==> src/rtl/alu_seq.sv <==
// Registered, parametrised ALU with valid/ready handshakes and an iterative
// shift-add multiplier for MUL/MULHU.
module alu_seq #(
    parameter int WIDTH  = 32,
    parameter bit MUL_EN = 1'b1
) (
    input  logic             clk,
    input  logic             reset_n,
    input  logic             in_valid,
    output logic             in_ready,
    input  logic [WIDTH-1:0] BussA,
    input  logic [WIDTH-1:0] BussB,
    input  logic [3:0]       ALUControl,
    output logic             out_valid,
    input  logic             out_ready,
    output logic [WIDTH-1:0] Output,
    output logic             CarryOut,
    output logic             overflow,
    output logic             zero,
    output logic             negative,
    output logic             busy,
    output logic             state_dbg
);

    // Handshake: a transfer happens on a rising edge where valid && ready are both
    // high; valid never depends on ready, and data is held while valid && !ready.

    localparam int SW = $clog2(WIDTH);
    localparam logic [SW-1:0] CNT_LAST = SW'(WIDTH - 1);

    localparam logic [3:0] OP_NOR   = 4'd0;
    localparam logic [3:0] OP_SLT   = 4'd1;
    localparam logic [3:0] OP_ADD   = 4'd2;
    localparam logic [3:0] OP_SUB   = 4'd3;
    localparam logic [3:0] OP_AND   = 4'd4;
    localparam logic [3:0] OP_OR    = 4'd5;
    localparam logic [3:0] OP_XOR   = 4'd6;
    localparam logic [3:0] OP_SLTU  = 4'd7;
    localparam logic [3:0] OP_SLL   = 4'd8;
    localparam logic [3:0] OP_SRL   = 4'd9;
    localparam logic [3:0] OP_SRA   = 4'd10;
    localparam logic [3:0] OP_MUL   = 4'd11;
    localparam logic [3:0] OP_MULHU = 4'd12;

    typedef enum logic {
        S_IDLE = 1'b0,
        S_MUL  = 1'b1
    } state_t;

    state_t state, state_next;

    logic accept, is_mul_op, mul_start, mul_done;

    logic [WIDTH:0]   add_sum;
    logic [WIDTH-1:0] add_b;
    logic             add_sub, add_ovf;
    logic [SW-1:0]    shamt;
    logic [WIDTH-1:0] alu_res;
    logic             alu_carry, alu_ovf;

    logic [WIDTH-1:0]   mul_a, mul_b;
    logic [2*WIDTH-1:0] acc, acc_next;
    logic [WIDTH:0]     mul_sum;
    logic [WIDTH-1:0]   mul_addend, mul_res;
    logic [SW-1:0]      cnt;
    logic               mul_hi;

    assign is_mul_op = MUL_EN && ((ALUControl == OP_MUL) || (ALUControl == OP_MULHU));
    assign busy      = (state == S_MUL);
    assign state_dbg = state;

    always_ff @(posedge clk or negedge reset_n) begin
        if (!reset_n) state <= S_IDLE;
        else          state <= state_next;
    end

    always_comb begin
        state_next = state;
        in_ready   = 1'b0;
        accept     = 1'b0;
        mul_start  = 1'b0;
        mul_done   = 1'b0;
        case (state)
            S_IDLE: begin
                in_ready = !out_valid || out_ready;
                accept   = in_valid && in_ready;
                if (accept && is_mul_op) begin
                    mul_start  = 1'b1;
                    state_next = S_MUL;
                end
            end
            S_MUL: begin
                if (cnt == CNT_LAST) begin
                    mul_done   = 1'b1;
                    state_next = S_IDLE;
                end
            end
            default: state_next = S_IDLE;
        endcase
    end

    // Single-cycle datapath; subtract-style ops share the adder as A + ~B + 1.
    always_comb begin
        add_sub   = (ALUControl == OP_SUB) || (ALUControl == OP_SLT) || (ALUControl == OP_SLTU);
        add_b     = add_sub ? ~BussB : BussB;
        add_sum   = {1'b0, BussA} + {1'b0, add_b} + {{WIDTH{1'b0}}, add_sub};
        add_ovf   = (BussA[WIDTH-1] == add_b[WIDTH-1]) && (add_sum[WIDTH-1] != BussA[WIDTH-1]);
        shamt     = BussB[SW-1:0];
        alu_res   = '0;
        alu_carry = 1'b0;
        alu_ovf   = 1'b0;
        case (ALUControl)
            OP_NOR:  alu_res = ~(BussA | BussB);
            OP_SLT: begin
                alu_res   = {{(WIDTH-1){1'b0}}, add_sum[WIDTH-1] ^ add_ovf};
                alu_carry = add_sum[WIDTH];
            end
            OP_ADD, OP_SUB: begin
                alu_res   = add_sum[WIDTH-1:0];
                alu_carry = add_sum[WIDTH];
                alu_ovf   = add_ovf;
            end
            OP_AND:  alu_res = BussA & BussB;
            OP_OR:   alu_res = BussA | BussB;
            OP_XOR:  alu_res = BussA ^ BussB;
            OP_SLTU: begin
                alu_res   = {{(WIDTH-1){1'b0}}, ~add_sum[WIDTH]};
                alu_carry = add_sum[WIDTH];
            end
            OP_SLL:  alu_res = BussA << shamt;
            OP_SRL:  alu_res = BussA >> shamt;
            OP_SRA:  alu_res = $unsigned($signed(BussA) >>> shamt);
            default: alu_res = '0;
        endcase
    end

    // Right-shifting shift-add: the upper half accumulates, the lower half
    // collects product bits as they retire.
    always_comb begin
        mul_addend = mul_b[0] ? mul_a : '0;
        mul_sum    = {1'b0, acc[2*WIDTH-1:WIDTH]} + {1'b0, mul_addend};
        acc_next   = {mul_sum, acc[WIDTH-1:1]};
        mul_res    = mul_hi ? acc_next[2*WIDTH-1:WIDTH] : acc_next[WIDTH-1:0];
    end

    always_ff @(posedge clk or negedge reset_n) begin
        if (!reset_n) begin
            mul_a  <= '0;
            mul_b  <= '0;
            acc    <= '0;
            cnt    <= '0;
            mul_hi <= 1'b0;
        end else if (mul_start) begin
            mul_a  <= BussA;
            mul_b  <= BussB;
            acc    <= '0;
            cnt    <= '0;
            mul_hi <= (ALUControl == OP_MULHU);
        end else if (state == S_MUL) begin
            acc   <= acc_next;
            mul_b <= mul_b >> 1;
            cnt   <= cnt + {{(SW-1){1'b0}}, 1'b1};
        end
    end

    // A completion wins over the consumer's clear of out_valid.
    always_ff @(posedge clk or negedge reset_n) begin
        if (!reset_n) begin
            out_valid <= 1'b0;
            Output    <= '0;
            CarryOut  <= 1'b0;
            overflow  <= 1'b0;
            zero      <= 1'b0;
            negative  <= 1'b0;
        end else if (accept && !is_mul_op) begin
            out_valid <= 1'b1;
            Output    <= alu_res;
            CarryOut  <= alu_carry;
            overflow  <= alu_ovf;
            zero      <= (alu_res == '0);
            negative  <= alu_res[WIDTH-1];
        end else if (mul_done) begin
            out_valid <= 1'b1;
            Output    <= mul_res;
            CarryOut  <= 1'b0;
            overflow  <= 1'b0;
            zero      <= (mul_res == '0);
            negative  <= mul_res[WIDTH-1];
        end else if (out_ready) begin
            out_valid <= 1'b0;
        end
    end

endmodule

==> config.mk <==
export PLATFORM = sky130hd
export DESIGN_NAME = alu_seq
export DESIGN_NICKNAME = d
export VERILOG_FILES = /design/src/rtl/alu_seq.sv
export SDC_FILE = /design/constraint.sdc
export NUM_CORES = 1
export LEC_CHECK = 0
export CORE_MARGIN = 4
export CORE_UTILIZATION = 30
export DETAILED_ROUTE_END_ITERATION = 10
export HOLD_SLACK_MARGIN = 0.05
export SYNTH_ARGS = -nofsm -noshare
export SYNTH_HDL_FRONTEND = slang
export SYNTH_SLANG_ARGS = --single-unit
==> constraint.sdc <==
create_clock -name clk -period 3.5 [get_ports clk]
set_input_delay 0.7 -clock clk [delete_from_list [all_inputs] [get_ports clk]]
set_output_delay 0.7 -clock clk [all_outputs]
set_load 0.05 [all_outputs]
==> metrics <==
synth warn=0; number of synthesized flops with an enable pin=0; Critical R2R Launch=mul_b[0]; CTS clk-pin slew, worst paths=~0.070 ns; Die Span X=255.4 um; Synth area leader=dfrtp_1; CTS Root Cell=clkbuf_16; Design Area, Final=28,050 sq um; leading cell types by count after synthesis=274 x nand2_1, 175 x nor2_1, 170 x dfrtp_1; synth unique cells=89; Place WS=-1.713 ns; critical path's slowest cell=dfrtp_1; Final min period=~4.1 ns; I/O pins=112; unrepaired setup endpoints after global routing=true; Layout area overhead=52.76%; setup slack, reg-to-reg=-0.63 ns; crit path cell chain=buf_6 -> buf_6 -> and2_4 -> ha_4 -> buf_6 -> o211ai_1 -> o211ai_1 -> and3_1 -> o31ai_1 -> a311oi_1 -> buf_4 -> nand4_1 -> nor4_1 -> nor4bb_1 -> nand4_1 -> nor4b_2 -> buf_4 -> a31o_1; DP HPWL=approximately 80,000 um; Worst Setup End Kind=register; most numerous cell in the Yosys netlist=nand2_1; routed vias/inst=a little under 6; Seq/Total Area, Yosys=a little under a quarter; die area=between 60,000 and 70,000 sq um; leakage power=12.77 nW; placed cell area=25,960 sq um; asr flop ratio synth=100.0%; Setup WS post-layout=-0.6327 ns; highest achievable clock rate=~0.24 GHz; crit path kind=reg2reg; CTS buffer count=17; synthesized flop and latch total=170; final wirelength=approximately 100,000 um; outcome=finished, violations left; # rows=90; count of pins over their slew limit=0; Synth Instances=about 2.3k; antenna-violating nets left=0; Hold WC Path Type=in2async; clock latency on the worst-skew pair=between 0.4 and 0.5 ns; via count=about 22k; failing checks=setup timing; number of global-route vias before repair=roughly 22k; DRC viols=0; slew margin rel.=a little over two fifths; syn_area_per_cell=between 8 and 9 sq um; number of buffers inserted by port buffering=~110; reg2reg path depth=18; Mapped Area=approximately 18,000 sq um; CP max stage delay=0.41 ns; Die Height=255.4 um; Final GP Congestion=roughly 1.1; post-synth top area share=23.17%; Arrival @ worst endpoint=4.56 ns; Fin. Hold Viols=0; WL per Instance=25.84 um; Tcrit/Tclk final=118.1%; initial drt markers=roughly 2.5k; antenna violations before repair=4; first-pass GRT wire length=approximately 140,000 um; Initial Util=a little under a third; nature of the critical path startpoint=register; share of cells above drive strength 1=between 30% and 40%; Syn Nets=approximately 2.5k; P per Cell Area=around 500 nW/um^2; Primary FF master, synth=dfrtp_1; CTS Buffer Depth=2; TritonCTS clock tree=done; clock sink total=170; maximum VDD drop=between 0.0005 and 0.0006 V; Pre-antenna DRT Iters=8; largest net degree at the start of global routing=~160; reg2reg end=zero; Worst Tran Pin Value=between 0.8 and 0.9 ns; Final #Nets=between 3k and 4k; WP data required=between 3 and 4 ns; H-tree level count=4; Crit path top cell by count=buf_6; Setup Viol. Count Final=16; Max Cap Viol=0; GRT Overall Usage=a little under 30%; core area=roughly 60,000 sq um; main area contributors after synthesis=dfrtp_1 23%, ha_1 9.4%, mux4_2 6.4%; CP max FO=6; Clock Skew=roughly 0.013 ns; global route overflow=0
how the worst max path moves through the flow:
stage	slack, ns	cells past startpoint	end	startpoint
after CTS	-0.74	16	zero	mul_b[0]
after detailed placement	-1.71	18	zero	ALUControl[0]
after global placement	-1.66	18	zero	ALUControl[0]
after global routing	-0.72	17	zero	ALUControl[3]
final	-0.63	18	zero	mul_b[0]
after floorplan	-0.68	19	zero	ALUControl[2]
final cells by class:
| type | instances | area (sq um) |
|---|---|---|
| antenna | 1 | 2.502 |
| inverter | 80 | 300.3 |
| timing repair buffer | 925 | 7560 |
| sequential | 170 | 4259 |
| clock buffer | 18 | 439.2 |
| fill | 5759 | 32420 |
| tap | 782 | 978.4 |
| clock inverter | 14 | 182.7 |
| multi-input combinational | 1821 | 14330 |
report_power, final:
| part | switching, W | total, W | internal [W] |
|---|---|---|---|
| logic | 0.00486 | 0.00878 | 0.00392 |
| clock network | 0.000941 | 0.00210 | 0.00116 |
| registers | 0.000624 | 0.00341 | 0.00279 |
flip-flops by register name (all words and copies together), names as in the netlist:
signal     flops
mul_hi         1
CarryOut       1
overflow       1
busy           1
Output        32
acc           63
cnt            5
out_valid      1
mul_b         32
zero           1
mul_a         32
logic make-up after synthesis:
group | count (synthesis) | share of synthesized area [%]
compound gates | 645 | 23.37
flops | 170 | 23.17
mux | 203 | 15.00
simple gates | 759 | 19.58
buf+inv | 262 | 5.737
fa+ha+maj | 140 | 9.621
xor+xnor | 74 | 3.530
critical path, delay by kind of cell (launching register included):
family                   cells  cell delay, ns
adder cells (fa/ha/maj)      1            0.27
AO/OA/AOI/OAI                5            1.13
AND/OR/NAND/NOR              7            1.57
flip-flops                   1            0.41
buffers and inverters        5            0.70
metrics by stage:
stage	hold slack (ns)	instances	setup TNS, ns	util (%)	power [W]
floorplan	0.4044	2253	-2.485	-	0.007541
global placement	0.4618	3744	-25.89	42.93	0.01121
detailed placement	0.4696	3744	-27.97	42.93	0.01136
CTS	0.1111	3791	-1.952	45.08	0.01381
global route	0.1174	3811	-4.783	46.39	0.01509
finish	0.1128	3811	-3.170	46.39	0.01429
repair_timing:
item	4_1_cts	5_1_grt
resized for setup	114	111
gates cloned	1	1
setup endpoints to repair	33	27
hold buffers	0	0
setup buffers	19	26
pin swaps	57	75
placed cells by master (no fill, tap or decap), types with 15 or more instances in the layout:
| cell type | instances |
|---|---|
| mux2_2 | 47 |
| a21oi_1 | 124 |
| a221oi_1 | 16 |
| nor2_1 | 171 |
| mux4_2 | 52 |
| nand2b_1 | 22 |
| nand4_1 | 33 |
| ha_1 | 115 |
| buf_12 | 20 |
| mux2i_1 | 93 |
| buf_4 | 771 |
| dfrtp_1 | 168 |
| clkdlybuf4s50_1 | 101 |
| o211ai_1 | 20 |
| nand2_1 | 265 |
| ha_4 | 20 |
| buf_6 | 26 |
| xor2_1 | 15 |
| a211oi_1 | 28 |
| a21o_1 | 21 |
| o22ai_1 | 26 |
| inv_1 | 76 |
| a21oi_2 | 19 |
| nor3_1 | 43 |
| and2_1 | 44 |
| o21ai_0 | 147 |
| xnor2_1 | 39 |
| nand3_1 | 48 |
| clkbuf_16 | 17 |
per-layer routing:
layer	track usage, %	vias to the layer above	share of wire [%]	wire length, um
li1	-	9848	-	-
met1	39.22	10860	43	42050
met2	45.75	1085	45	44070
met3	4.476	206	7.3	7227
met4	13.51	0	5.2	5135
met5	0	-	0	0
No activity file was read; power rests on OpenSTA's default activity.
